`config.mk`:
```
export PLATFORM = sky130hd
export DESIGN_NAME = egg_run_ctrl
export DESIGN_NICKNAME = d
export VERILOG_FILES = /design/src/rtl/egg_run_ctrl.sv
export SDC_FILE = /design/constraint.sdc
export NUM_CORES = 1
export LEC_CHECK = 0
export BUFFER_PORTS_ARGS = -buffer_cell sky130_fd_sc_hd__buf_2
export CORE_MARGIN = 4
export CORE_UTILIZATION = 49
export DETAILED_ROUTE_END_ITERATION = 7
export PLACE_DENSITY = 0.78
export SLEW_MARGIN = 20
export SYNTH_ARGS = -nofsm -noshare
export SYNTH_HDL_FRONTEND = slang
export SYNTH_SLANG_ARGS = --single-unit
```
`constraint.sdc`:
```
create_clock -name in_clk -period 2.4 [get_ports in_clk]
set_input_delay 0.12 -clock in_clk [delete_from_list [all_inputs] [get_ports in_clk]]
set_output_delay 0.12 -clock in_clk [all_outputs]
set_load 0.05 [all_outputs]
```
`src/rtl/egg_run_ctrl.sv`:
```
// Run controller for the egg-drop CPU: loads parameters, resets and runs the CPU,
// detects halt, latches results. Optional run timeout under `EGG_RUN_TIMEOUT_EN`.
module egg_run_ctrl #(
  parameter logic [31:0] HALT_PC        = 32'h0000_0040,
  parameter int unsigned HALT_HOLD      = 4,
  parameter int unsigned RST_CYCLES     = 16,
  parameter logic [31:0] TIMEOUT_CYCLES = 32'd50_000_000
) (
  input  logic        in_clk,
  input  logic        in_rst,
  input  logic [15:0] in_data,
  input  logic        is_init_floors,
  input  logic        is_init_resistance,
  input  logic        start,
  input  logic [31:0] cpu_pc,
  input  logic [31:0] result_attempt_count,
  input  logic [31:0] result_broken_count,
  input  logic        result_is_last_broken,
  output logic        cpu_rst,
  output logic [31:0] init_floors,
  output logic [31:0] init_resistance,
  output logic [31:0] disp_data,
  output logic        busy,
  output logic        done,
  output logic        error,
  output logic        last_broken,
  output logic [2:0]  state
);

  typedef enum logic [2:0] {
    IDLE = 3'd0,
    PREP = 3'd1,
    RUN  = 3'd2,
    DONE = 3'd3,
    ERR  = 3'd4
  } state_t;

  localparam logic [31:0] RST_LAST  = 32'(RST_CYCLES - 1);
  localparam logic [31:0] HOLD_LAST = 32'(HALT_HOLD - 1);

  state_t      state_q, state_d;
  logic [15:0] floors_q, floors_d, res_q, res_d;
  logic [15:0] attempt_q, attempt_d, broken_q, broken_d;
  logic        last_q, last_d;
  logic [3:0]  code_q, code_d;
  logic [31:0] cnt_q, cnt_d;
  logic        start_prev_q;
  logic        start_edge;
  logic        cpu_rst_d, busy_d, done_d, error_d;
  logic [31:0] disp_d;
`ifdef EGG_RUN_TIMEOUT_EN
  logic [31:0] run_q, run_d;
`else
  logic        unused_cfg;
  assign unused_cfg = ^TIMEOUT_CYCLES;
`endif

  logic unused_bits;
  assign unused_bits = ^{result_attempt_count[31:16], result_broken_count[31:16]};

  assign start_edge = start & ~start_prev_q;

  always_comb begin
    state_d   = state_q;
    floors_d  = floors_q;
    res_d     = res_q;
    attempt_d = attempt_q;
    broken_d  = broken_q;
    last_d    = last_q;
    code_d    = code_q;
    cnt_d     = cnt_q;
`ifdef EGG_RUN_TIMEOUT_EN
    run_d     = run_q;
`endif
    // Parameters are only writable while no run is in flight.
    if (state_q == IDLE || state_q == DONE || state_q == ERR) begin
      if (is_init_floors)          floors_d = in_data;
      else if (is_init_resistance) res_d    = in_data;
    end
    case (state_q)
      IDLE, DONE, ERR: begin
        if (start_edge) begin
          attempt_d = '0;
          broken_d  = '0;
          last_d    = 1'b0;
          code_d    = 4'd0;
          cnt_d     = '0;
          if (floors_q == 16'd0) begin
            state_d = ERR;
            code_d  = 4'd1;
          end else begin
            state_d = PREP;
          end
        end
      end
      PREP: begin
        if (cnt_q == RST_LAST) begin
          state_d = RUN;
          cnt_d   = '0;
`ifdef EGG_RUN_TIMEOUT_EN
          run_d   = '0;
`endif
        end else begin
          cnt_d = cnt_q + 32'd1;
        end
      end
      RUN: begin
        if (cpu_pc == HALT_PC) begin
          if (cnt_q == HOLD_LAST) begin
            state_d   = DONE;
            cnt_d     = '0;
            attempt_d = result_attempt_count[15:0];
            broken_d  = result_broken_count[15:0];
            last_d    = result_is_last_broken;
          end else begin
            cnt_d = cnt_q + 32'd1;
          end
        end else begin
          cnt_d = '0;
        end
`ifdef EGG_RUN_TIMEOUT_EN
        // A halt seen on the final allowed cycle still wins over the timeout.
        if (state_d == RUN) begin
          if (run_q == TIMEOUT_CYCLES - 32'd1) begin
            state_d = ERR;
            code_d  = 4'd2;
          end else begin
            run_d = run_q + 32'd1;
          end
        end
`endif
      end
      default: state_d = IDLE;
    endcase

    cpu_rst_d = (state_d == IDLE) || (state_d == PREP) || (state_d == ERR);
    busy_d    = (state_d == PREP) || (state_d == RUN);
    done_d    = (state_d == DONE);
    error_d   = (state_d == ERR);
    case (state_d)
      DONE:    disp_d = {attempt_d, broken_d};
      ERR:     disp_d = {28'hEEEE_000, code_d};
      default: disp_d = {floors_d, res_d};
    endcase
  end

  always_ff @(posedge in_clk) begin
    if (in_rst) begin
      state_q      <= IDLE;
      floors_q     <= '0;
      res_q        <= '0;
      attempt_q    <= '0;
      broken_q     <= '0;
      last_q       <= 1'b0;
      code_q       <= 4'd0;
      cnt_q        <= '0;
      start_prev_q <= 1'b0;
      cpu_rst      <= 1'b1;
      busy         <= 1'b0;
      done         <= 1'b0;
      error        <= 1'b0;
      disp_data    <= '0;
`ifdef EGG_RUN_TIMEOUT_EN
      run_q        <= '0;
`endif
    end else begin
      state_q      <= state_d;
      floors_q     <= floors_d;
      res_q        <= res_d;
      attempt_q    <= attempt_d;
      broken_q     <= broken_d;
      last_q       <= last_d;
      code_q       <= code_d;
      cnt_q        <= cnt_d;
      start_prev_q <= start;
      cpu_rst      <= cpu_rst_d;
      busy         <= busy_d;
      done         <= done_d;
      error        <= error_d;
      disp_data    <= disp_d;
`ifdef EGG_RUN_TIMEOUT_EN
      run_q        <= run_d;
`endif
    end
  end

  assign state           = state_q;
  assign last_broken     = last_q;
  assign init_floors     = {16'd0, floors_q};
  assign init_resistance = {16'd0, res_q};

endmodule

```
Yosys cells after proc, flatten, opt, wreduce, memory -nomap -nowiden
Cells that the tools add are included.
Widths: inputs -> output; s select.
{"block": "classes", "shifts": 0, "n_addsub": 1, "n_mul": 0, "n_bitwise": 2, "n_mux": 32, "n_eq_ne": 14, "reduce_logical": 13, "n_lt_le_gt_ge": 0, "div_mod_pow": 0}
{"cell": "$mux 16", "n": 11}
{"cell": "$mux 32", "n": 4}
{"cell": "$pmux 32 s3", "n": 1}
{"cell": "$pmux 16 s2", "n": 2}
{"cell": "$pmux 32 s2", "n": 1}
{"cell": "$add 32x1->32 const B", "n": 1}
{"cell": "$eq 32x2->1 const B", "n": 1}
{"cell": "$eq 32x4->1 const B", "n": 1}
{"cell": "$eq 32x7->1 const B", "n": 1}
{"cell": "$logic_not 16->1", "n": 1}
{"cell": "$mux 3", "n": 5}
{"cell": "$eq 3x2->1 const B", "n": 4}
{"cell": "$pmux 3 s3", "n": 1}
{"cell": "$mux 4", "n": 2}
{"cell": "$eq 3x1->1 const B", "n": 2}
{"cell": "$eq 3x3->1 const B", "n": 2}
{"cell": "$logic_not 3->1", "n": 2}
{"cell": "$ne 2x2->1 const B", "n": 3}
{"cell": "$logic_or 1x1->1", "n": 5}
{"cell": "$mux 1", "n": 4}
{"cell": "$reduce_and 4->1", "n": 1}
{"cell": "$reduce_bool 3->1", "n": 1}
{"cell": "$reduce_or 3->1", "n": 1}
{"cell": "$pmux 1 s2", "n": 1}
{"cell": "other kinds (4)", "n": 4}
{"block": "word_totals", "inputBits": 118, "ramBits": 0, "output_inout_bits": 104, "reg_bits": 141, "romBits": 0, "wordCells": 76, "latch_bits": 0, "n_memories": 0}

Longest topological paths before layout
{"block": "depth", "depth_word": 7, "mapped_depth": 10, "mapped_depth_nobuf": 7}

Least setup slack after synthesis
OpenSTA, ideal clock, no wires.
{"block": "synth_timing", "path_kind": "register to register", "start": "register state_q[1], in the netlist state[1]", "end": "register disp_data[0]", "setup_time_ns": 0.122, "n_path_buf": 3, "arrival_ns": 2.372, "path_slack_ns": -0.093, "synth_period_minus_slack_ns": 2.493, "t_required_ns": 2.278, "stages_incl_launch_ff": 10, "path_cell_list": "dfxtp_1 -> buf_2 -> nand2b_1 -> or2_1 -> or3_1 -> buf_6 -> o221ai_4 -> a21oi_2 -> buf_6 -> a221o_1"}
{"block": "synth_via", "elab_chain_cells": 5, "word_cells_on_any_way": 19, "classes_between": "eq/ne: 6; mux: 9; reduce/logical: 4"}
{"item": "start, declared", "line": "41", "rtl": "state_t state_q, state_d;"}
{"item": "start signal, assigned", "line": "167", "rtl": "state_q <= state_d;"}
{"item": "$eq 3x2->1, or another cell as far along", "line": "76, 80"}
{"item": "$reduce_or 3->1, or another cell as far along", "line": "80", "rtl": "case (state_q)"}
{"item": "$pmux 3 s3 / $logic_or 1x1->1 (equally long branches)", "line": "80, 76"}
{"item": "$eq 3x3->1, or another cell as far along", "line": "140", "rtl": "case (state_d)"}
{"item": "$pmux 32 s2 *", "line": "140"}
{"item": "end signal, assigned", "line": "180", "rtl": "disp_data <= disp_d;"}
{"item": "end, declared", "line": "22", "rtl": "output logic [31:0] disp_data,"}
Mark *: on every way between the ends. The rest lies on a longest branch, timed or not.
A chain may end at the register's enable or synchronous reset.

Final worst setup path
{"block": "layout_timing", "start": "register cnt_q[31]", "end": "register disp_data[21]"}
{"block": "layout_via", "elab_chain_cells": 6, "word_cells_on_any_way": 12, "classes_between": "eq/ne: 4; mux: 8"}
{"item": "start, declared", "line": "46", "rtl": "logic [31:0] cnt_q, cnt_d;"}
{"item": "start signal, assigned", "line": "174", "rtl": "cnt_q <= cnt_d;"}
{"item": "$eq 32x2->1", "line": "109", "rtl": "if (cnt_q == HOLD_LAST) begin"}
{"item": "$mux 3", "line": "109"}
{"item": "$mux 3", "line": "108", "rtl": "if (cpu_pc == HALT_PC) begin"}
{"item": "$pmux 3 s3", "line": "80"}
{"item": "$eq 3x3->1 / $eq 3x2->1 (equally long branches)", "line": "140"}
{"item": "$pmux 32 s2 *", "line": "140"}
Marked as above.

==> results.tsv <==
metric	value	unit
status	finished with violations	
violations	hold timing	
fmax	0.4357	GHz
rows	40	
ant_nets	0	
peakVddDrop	0.0004776	V
critPathLaunchType	flip-flop	
ys.flop_type	dfxtp_1	
drtPass1Iterations	5	
core	0.01201	mm2
portBuffers	157	
relSlewSlack	0.4870	
track_usage	0.2431	
hpwl	12520	um
hold_path_class	primary input to flip-flop	
fp.dieW	118.9	um
ys_warn_count	0	
wire_per_inst	17.53	um
yosys-top-cells-area	dfxtp_1 47%, nor2_1 6.4%, mux2i_1 4.8%, buf_4 4.7%, a22oi_1 3.7%	
cap_violations	0	
tns	0	ns
final_common_cell	buf_2	
grt_start_max_net_pins	58	
drt_first_iter_violations	354	
worst-path-max-fanout	9	
drt_wl_total	17360	um
numCtsBuffers	17	
seq_area_frac_synth	0.4683	
synthToLayoutAreaGrowth	32.32	%
synth_edf_count	0	
drt-vias-per-instance	5.638	
synth_area_leader_cell	dfxtp_1	
clk_pin_slew_worst_paths	0.06	ns
finish.utilization	0.6640	
vias	5582	
layout_common_cells	157 x buf_2, 140 x dfxtp_1, 103 x nor2_1, 35 x buf_4, 32 x conb_1	
start_util	0.5018	
tightest_slew	0.7625	ns
die_h	118.9	um
yosys.area.top_type_share	0.4683	
die_area	0.01414	mm2
p_leak	3.535	nW
multiInputGateArea	0.002947	mm2
htree_levels	4	
finalSetupViolCount	0	
fillers	868	
netlist_area	0.006027	mm2
synth-seq-cells	141	
io_pins	222	
place_congestion	0.8870	
clock_path_buffers	2	
whs	-0.0007786	ns
antenna_cells	0	
clk-insertion-delay-late	0.43	ns
async_flop_share	0	
drc	0	
cts_tree	yes	
drv_slew	0	
avgSynthCellArea	9.597	um2
grt_pass1_wl	27660	um
grt_pass1_vias	5557	
grt-ovfl-total	0	
power	6.113	mW
timing.final.crit_period	2.295	ns
power_density	766.5	mW/mm2
seqCellArea	0.002824	mm2
drive_above_1_share	0.3227	
hold_violations	1	
syn_inst	628	
cts_root_buf	clkbuf_16	
antenna_found_initial	0	
cts_sinks	141	
setup.worst_path.end_class	flip-flop	
critPathKind	flip-flop to flip-flop	
crit_required	2.68	ns
clock_skew	0.007538	ns
period_share	0.9563	
final_nets	949	
ys_types	64	
arrival	2.57	ns
## cell families after synthesis
| group | after synthesis | synth area share |
|---|---|---|
| buffers and inverters | 77 | 0.07806 |
| muxes | 29 | 0.04816 |
| AOI/OAI and AO/OA | 113 | 0.1603 |
| xor gates and xnor gates | 23 | 0.03342 |
| DFF | 141 | 0.4683 |
| and+or+nand+nor | 243 | 0.2091 |
| adders and majority gates | 1 | 0.002076 |
| other | 1 | 0.0006222 |
## sequential cells by signal, indices dropped and copies added, names as in the netlist
name          cells
code_q            4
busy              1
state             3
attempt_q        16
disp_data        32
floors_q         16
cnt_q            32
done              1
res_q            16
cpu_rst           1
broken_q         16
last_broken       1
error             1
start_prev_q      1
## power by group
group | switching, mW | internal, mW
clock network | 1.08 | 1.58
registers | 0.0434 | 2.42
logic | 0.703 | 0.283
total | 1.82 | 4.29
## through the flow
stage / worst slack [ns] / std cells / instance area (um2) / hold WS, ns
5_1_grt: -0.001966 / 990 / 7975 / 0.005610
3_5_place_dp: -0.0008409 / 931 / 7020 / 0.3858
6_report: 0.1050 / 990 / 7975 / -0.0007786
4_1_cts: 0.04393 / 990 / 7899 / 0.002679
2_1_floorplan: 0.07149 / 659 / 6145 / 0.2482
3_3_place_gp: 0.05851 / 931 / 7020 / 0.3676
## cell usage after synthesis (16+ instances only)
master     count
buf_4         38
xor2_1        16
nand3_1       20
a22oi_1       30
nor2_1       103
dfxtp_1      141
nand4_1       19
nand2_1       23
nor4_1        20
mux2i_1       29
o2bb2ai_1     16
## metal layers
metal | routed length [um] | global-route usage | vias up
met3 | 1248 | 0.06268 | 51
met1 | 6909 | 0.2981 | 2653
li1 | - | - | 2628
met2 | 8697 | 0.4082 | 250
met5 | 0 | 0 | -
met4 | 504 | 0.09703 | 0
## final timing paths
kind | startpoint | end | slack (ns) | cells after the start
setup / recovery | cnt_q[31]$_SDFFE_PP0P_ | disp_data[21]$_SDFF_PP0_ | 0.10 | 7
hold / removal | result_attempt_count[2] | attempt_q[2]$_SDFF_PP0_ | -0.0008 | 3
setup reg to reg | cnt_q[31]$_SDFFE_PP0P_ | disp_data[21]$_SDFF_PP0_ | 0.10 | 7
hold reg to reg | code_q[1]$_SDFF_PP0_ | code_q[1]$_SDFF_PP0_ | 0.45 | 1
## critical path, stage by stage, from the launching register on
cell      delay, ns
dfxtp_1        0.33
nor4_2         0.41
nand4_4        0.22
or2_4          0.34
o221a_4        0.34
nor2_4         0.26
buf_12         0.18
a221oi_2       0.06
## layout make-up
class                   instances  share of cell area
multi-input cells             441              0.3695
flip-flops and latches        141              0.3541
repair buffers                223              0.1756
clock buffers                  19             0.05554
well taps                     147             0.02306
clock inverters                13             0.01945
inverters                       6            0.002824
## timing repair
item / in CTS / in global routing
setup buffers: 1 / 0
hold buffers: 26 / 0
endpoints found under the hold margin: 30 / 0
pin swaps: 1 / 3
setup endpoints to repair: 15 / 57
gates resized for setup: 2 / 13
Note: power is estimated with default switching activity, not from simulation.
